**config.mk**
```make
export PLATFORM = sky130hd
export DESIGN_NAME = bus_interface_unit
export DESIGN_NICKNAME = d
export VERILOG_FILES = /design/src/rtl/bus_interface_unit.sv
export SDC_FILE = /design/constraint.sdc
export NUM_CORES = 1
export LEC_CHECK = 0
export BUFFER_PORTS_ARGS = -buffer_cell sky130_fd_sc_hd__buf_2
export CAP_MARGIN = 20
export CORE_MARGIN = 2
export CORE_UTILIZATION = 45
export DETAILED_ROUTE_END_ITERATION = 8
export GPL_TIMING_DRIVEN = 0
export HOLD_SLACK_MARGIN = 0.08
export PLACE_DENSITY = 0.69
export SYNTH_ARGS = -nofsm -noshare
export SYNTH_HDL_FRONTEND = slang
export SYNTH_SLANG_ARGS = --single-unit
export TNS_END_PERCENT = 50
```
**constraint.sdc**
```tcl
create_clock -name clk -period 6.01 [get_ports clk]
set_clock_uncertainty 0.15 [all_clocks]
set_input_delay 1.202 -clock clk [delete_from_list [all_inputs] [get_ports clk]]
set_output_delay 1.202 -clock clk [all_outputs]
set_load 0.1 [all_outputs]
```
**src/rtl/bus_interface_unit.sv**
```systemverilog
// bus_interface_unit: sole memory master, sequential instruction prefetch queue plus EU load/store
module bus_interface_unit #(
   parameter int ADDR_WIDTH = 20,
   parameter int DATA_WIDTH = 16,
   parameter int DEPTH = 4
) (
   input  logic                  clk,
   input  logic                  rst,
   input  logic                  flush,
   input  logic [ADDR_WIDTH-1:0] flush_addr,
   output logic                  q_valid,
   output logic [DATA_WIDTH-1:0] q_data,
   output logic [ADDR_WIDTH-1:0] q_addr,
   input  logic                  q_ready,
   input  logic                  eu_req,
   input  logic                  eu_we,
   input  logic [ADDR_WIDTH-1:0] eu_addr,
   input  logic [DATA_WIDTH-1:0] eu_wdata,
   output logic [DATA_WIDTH-1:0] eu_rdata,
   output logic                  eu_done,
   output logic [ADDR_WIDTH-1:0] mem_addr,
   output logic [DATA_WIDTH-1:0] mem_in,
   output logic                  mem_write,
   output logic                  mem_enable,
   input  logic [DATA_WIDTH-1:0] mem_out
);
   localparam int PW = $clog2(DEPTH);
   typedef enum logic [2:0] {IDLE, F1, F2, EU_RD1, EU_RD2, EU_WR} state_t;
   state_t state, nxt;
   logic [DATA_WIDTH-1:0] qd [DEPTH];
   logic [ADDR_WIDTH-1:0] qa [DEPTH];
   logic [PW-1:0] head, tail;
   logic [PW:0] count;
   logic [ADDR_WIDTH-1:0] fetch_ptr;
   logic drop, cap, pop;
   assign q_valid = |count;
   assign q_data = qd[head];
   assign q_addr = qa[head];
   assign cap = (state == F2) && !drop && !flush;
   assign pop = q_valid && q_ready && !flush;
   // next state: EU first (ignored while its done pulse is out), then prefetch when room and no flush
   always_comb begin
      nxt = state;
      case (state)
         IDLE:    nxt = (eu_req && !eu_done) ? (eu_we ? EU_WR : EU_RD1) : (!count[PW] && !flush) ? F1 : IDLE;
         F1:      nxt = F2;
         EU_RD1:  nxt = EU_RD2;
         default: nxt = IDLE;
      endcase
   end
   // state, registered memory strobes, EU results, queue pointers and fetch pointer
   always_ff @(posedge clk) begin
      if (rst) begin
         state <= IDLE;
         mem_enable <= 1'b1;
         mem_write <= 1'b1;
         mem_addr <= '0;
         mem_in <= '0;
         eu_done <= 1'b0;
         eu_rdata <= '0;
         count <= '0;
         head <= '0;
         tail <= '0;
         fetch_ptr <= '0;
         drop <= 1'b0;
      end else begin
         state <= nxt;
         mem_enable <= nxt == IDLE;
         mem_write <= nxt != EU_WR;
         mem_addr <= (nxt == F1) ? fetch_ptr : (nxt == EU_RD1 || nxt == EU_WR) ? eu_addr : mem_addr;
         mem_in <= (nxt == EU_WR) ? eu_wdata : mem_in;
         eu_done <= (state == EU_RD2) || (state == EU_WR);
         eu_rdata <= (state == EU_RD2) ? mem_out : eu_rdata;
         drop <= (state == F1) && flush;
         if (flush) begin
            count <= '0;
            head <= '0;
            tail <= '0;
            fetch_ptr <= flush_addr;
         end else begin
            count <= count + {{PW{1'b0}}, cap} - {{PW{1'b0}}, pop};
            head <= pop ? head + PW'(1) : head;
            tail <= cap ? tail + PW'(1) : tail;
            fetch_ptr <= cap ? fetch_ptr + ADDR_WIDTH'(1) : fetch_ptr;
         end
      end
   end
   // queue storage: fetched word and its address land at the tail
   always_ff @(posedge clk) begin
      if (cap) begin
         qd[tail] <= mem_out;
         qa[tail] <= fetch_ptr;
      end
   end
endmodule

```
* Word-level counts from Yosys, hierarchy flattened
Memories as Yosys holds them, arrays and structs flattened. A register that Yosys moved wholly into a read port is not among the register bits.
Cells that the tools add are included.
** Word-level totals
- Register bits after elaboration :: 86
- Bits in latches :: 0
- Bits in writable memories :: 144
- Memory bits (read-only) :: 0
- Input bits :: 78
- Output and inout port bits :: 92
- Word-level logic and storage cells :: 61
- Memories kept :: 2
** Memories
- qa :: words 4, bits a word 20, rd ports 1, clocked after Yosys merged registers in 1, write ports 1, line 31 : logic [ADDR_WIDTH-1:0] qa [DEPTH];
- qd :: words 4, bits a word 16, rd ports 1, clocked after Yosys merged registers in 1, write ports 1, line 30 : logic [DATA_WIDTH-1:0] qd [DEPTH];
** Cells by class
- Add/sub/neg operators :: 5
- $mul :: 0
- Div/mod/pow operators :: 0
- Magnitude comparators :: 0
- Equality and inequality tests :: 9
- Shifts and indexed selects :: 0
- Multiplexer cells :: 14
- Bitwise operators :: 0
- Reductions and logical operators :: 19
** Operator list (count)
- 20-bit two-way mux :: 4
- 20-bit by 1-bit adder with 20-bit output, second input constant :: 1
- 3-bit by 2-bit == test with 1-bit output, second input constant :: 3
- 3-bit == test, second input constant :: 3
- 3-bit one-hot mux with 3 select lines :: 1
- 2-bit two-way mux :: 4
- 1-bit logical AND :: 7
- 3-bit by 1-bit == test with 1-bit output, second input constant :: 2
- 3-bit logical NOT :: 2
- 3-bit two-way mux :: 2
- 2-bit by 1-bit adder with 2-bit output, second input constant :: 2
- 1-bit logical NOT :: 4
- 2-bit nonzero test :: 2
- 3-bit by 1-bit adder with 3-bit output :: 1
- 1-bit two-way mux :: 3
- 3-bit != test, second input constant :: 1
- 3-bit OR reduction :: 1
- 3-bit by 1-bit subtractor with 3-bit output :: 1
- 1-bit logical OR :: 2
- 2-bit OR reduction :: 1

* Logic depth before layout (Yosys ltp)
- Depth in word-level cells :: 9
- Gate-level depth with buffers :: 13
- Depth with buffers taken out :: 11

* Least setup slack after synthesis
OpenSTA, ideal clock, no wires.
- Path kind :: reg2out
- From :: register with a tool-made name
- To :: output q_addr[0]
- Data arrival time :: 2.100 ns
- Setup slack :: 2.558 ns
- Stages on the path, launching flop included :: 4
- Buffers on the path :: 2
- Path through :: dfxtp_1 -> clkbuf_1 -> buf_1 -> mux4_2
** RTL lines
- end: declaration :: line 13 : output logic [ADDR_WIDTH-1:0] q_addr,

==> key figures <==
Setup path
  • FF-to-FF End: count[2]$_SDFF_PP0_
  • CP max stage cell: buf_1
  • Crit start category: register
  • R2R Setup Slk: 3.02 ns
  • Worst path max stage delay: 0.76 ns
  • Data arrival, critical path: 3.03 ns
  • Worst Path Max Fanout: 10
  • CP required: 4.66 ns
  • Crit. End Element: output port
  • Worst r2r path cells: 12
  • Worst R2R Start: state[1]$_SDFF_PP0_
  • Delay-heaviest family, CP: buffers and inverters
  • Kind of critical path: register to output port
  • Crit path buffers/inverters: 3
  • Critical path, cell by cell: clkbuf_1, buf_1, mux4_2, buf_2

Yosys
  • Library cells used by synthesis: 44
  • Yosys reg bits: 232
  • Synth Warn #: 0
  • Post-synthesis sequential area ratio: 0.677
  • Mapped Cells: 643
  • Most used DFF post-synth: edfxtp_1
  • Async S/R FF share, synth: 0
  • Avg Cell Area, Syn: 14.0 µm²
  • Mapped cell area: 8990 µm²
  • Post-synth EDFFs: 144
  • Syn_nets: 729

Power
  • Power density cells: 345 nW/µm²
  • Leakage: 4.09 nW
  • VDD IR-drop max: 0.241 mV

Route
  • DR iter-0 viols: 298
  • Drc violations: 0
  • Via count: 5823
  • Via-per-instance ratio: 5.18
  • DR WL/cell: 17.9 µm
  • Final antenna-violating net count: 0
  • DRT Pass-1 Iters: 4
  • Post-Route WL: 20200 µm

Hold path
  • Worst hold path class: register to register
  • Hold_sp: mem_in[12]$_SDFFE_PP0N_
  • Hold path depth: 2
  • Hold EP: mem_in[12]$_SDFFE_PP0N_

CTS
  • Clk pin slew, worst setup/hold paths: 0.06 ns
  • Cts repair resizes: 0
  • Clk sinks: 232
  • Skew-Pair Late Insertion Delay: 0.50 ns
  • H-tree level count: 1
  • Root Buffer: clkbuf_16
  • Longest Clk Path Bufs: 3
  • Hold-fix buffers at CTS: 0
  • CTS tree: yes
  • Cts bufs inserted: 24
  • Post-CTS setup buffers: 0

Timing
  • Count of pins over their slew limit: 0
  • Worst-Margin Slew: 0.931 ns
  • Final hold viol count: 0
  • Final min period: 4.39 ns
  • Setup-failing EPs final: 0
  • Rel. slew slack: 0.379
  • Final worst slack: 1.62 ns
  • Final setup TNS: 0 ns
  • Period utilization: 0.730
  • F_max: 0.228 GHz
  • Hold slack: 0.303 ns
  • Unrepaired setup endpoints after global routing: no

Global routing
  • Gr usage total: 0.188
  • GR Overflow Total: 0
  • First-pass GRT wire length: 31900 µm
  • Largest net degree at the start of global routing: 28
  • Number of global-route vias before repair: 5837
  • Initial antenna violation count: 0

Finish
  • Post-route insts no fill: 1125
  • Antenna cells: 0
  • Layout cells sized above 1: 0.295
  • Multi-input logic area: 2700 µm²
  • Final #Nets: 928
  • Register Area: 6090 µm²
  • Filler cells: 1626
  • Area Overhead vs Synth: 22.9%

Floorplanning
  • Die W: 145 µm
  • FP Rows: 51
  • Die Height: 145 µm
  • Starting Density: 0.460
  • Ports: 170
  • CORE AREA: 19500 µm²
  • Die area: 21100 µm²

Place
  • Global placement routability congestion: 0.824
  • PortBufs: 169
  • Dpl cells: 1081
  • Worst slack, placed: 2.02 ns
  • HPWL after DPL: 13700 µm

Job
  • Total of max-cap violations: 0

Outcome
  • Outcome: completed
state kept, by name, summed over array words and instances, names as in the netlist, named ones only:
name / cells
mem_write: 1
qa: 80
tail: 2
mem_addr: 20
mem_enable: 1
qd: 64
fetch_ptr: 20
eu_rdata: 16
mem_in: 16
state: 3
eu_done: 1
count: 3
drop: 1
head: 2
synth_stat cells (2+ instances only):
cell type  number  area, µm²
edfxtp_1      144       4320
dfxtp_1        88       1760
nand2_1        86        323
nor2_1         49        184
a21oi_1        37        185
mux4_2         36        811
clkbuf_1       33        124
a211oi_1       32        240
mux2i_1        22        220
inv_1          12       45.0
xnor2_1        11       96.3
and3_1          7       43.8
ha_1            7       87.6
nand3_1         7       35.0
nand4_1         7       43.8
nor4_1          7       43.8
nor3_1          6       30.0
o21ai_0         6       30.0
buf_1           5       18.8
a311oi_1        4       35.0
nor3b_1         4       30.0
or3_1           4       25.0
xor2_1          4       35.0
and4_1          2       17.5
nand2b_1        2       12.5
o211ai_1        2       15.0
or4_1           2       15.0
tightest hold or removal path, stage by stage, from the launching register on:
cell,delay [ns]
dfxtp_1,0.31
nand2_1,0.05
a21oi_1,0.05
layout by cell type, fill, tap and decap left out, types with 2 or more instances in the layout:
cell type / count
nor2_1: 49
nor4_1: 7
dfxtp_1: 88
buf_12: 3
a21oi_1: 37
nand4_1: 7
a311oi_1: 4
nand3_1: 7
clkinv_2: 5
a211oi_1: 32
or3_1: 4
bufinv_16: 3
clkbuf_1: 41
and4_1: 2
mux2i_1: 22
mux4_2: 36
clkbuf_16: 25
nand2b_1: 2
nand2_1: 86
o21ai_0: 6
ha_1: 7
and3_2: 4
o211ai_1: 2
buf_1: 5
nor3b_1: 4
clkinvlp_2: 2
xor2_1: 4
and3_1: 3
nor3_1: 6
xnor2_1: 11
edfxtp_1: 144
or4_1: 2
buf_2: 169
inv_1: 12
cell type report:
cell class	instances	area share
well taps	265	0.0300
multi-input cells	359	0.245
flip-flops and latches	232	0.551
inverters	12	0.00408
plain buffers	40	0.0144
clock buffers	33	0.0594
repair buffers	173	0.0845
clock inverters	11	0.0117
layer usage:
metal	GRT usage	part of all wire	vias to the layer above
met5	0	0	-
met4	0.0407	0.011	0
met3	0.0333	0.046	18
met2	0.320	0.49	140
met1	0.254	0.46	2859
li1	-	-	2806
through the flow:
step           power, mW  cell area [µm²]  utilization
2_1_floorplan       2.24             8990            -
3_3_place_gp        2.37            10200        0.521
3_5_place_dp        2.37            10300        0.525
4_1_cts             3.84            11000        0.565
5_1_grt             3.94            11000        0.565
6_report            3.81            11000        0.565
how the worst max path moves through the flow:
stage | to | slack [ns] | depth (start not counted)
after floorplan | q_addr[0] | 2.56 | 3
after global placement | qd[0][8]$_DFFE_PP_ | 1.59 | 5
after detailed placement | q_addr[1] | 2.02 | 4
after CTS | q_addr[1] | 1.47 | 4
after global routing | q_addr[1] | 1.37 | 4
final | q_addr[1] | 1.62 | 4
power breakdown:
| part | internal [mW] | switching (mW) | leakage (nW) |
|---|---|---|---|
| Sequential | 1.75 | 0.0505 | 2.03 |
| Combinational | 0.111 | 0.429 | 1.68 |
| Clock | 0.891 | 0.585 | 0.381 |
| Total | 2.75 | 1.06 | 4.09 |
kinds of logic (layout without fill, tap and decap cells):
group / after synthesis / in the layout / share of synthesized area
DFF: 232 / 232 / 0.677
and+or+nand+nor: 191 / 191 / 0.0973
AOI/OAI and AO/OA: 87 / 87 / 0.0615
muxes: 58 / 58 / 0.115
buffers and inverters: 52 / 269 / 0.0227
xor gates and xnor gates: 15 / 15 / 0.0146
adders and majority gates: 8 / 8 / 0.0120
Power figures use the tool's default switching activity.
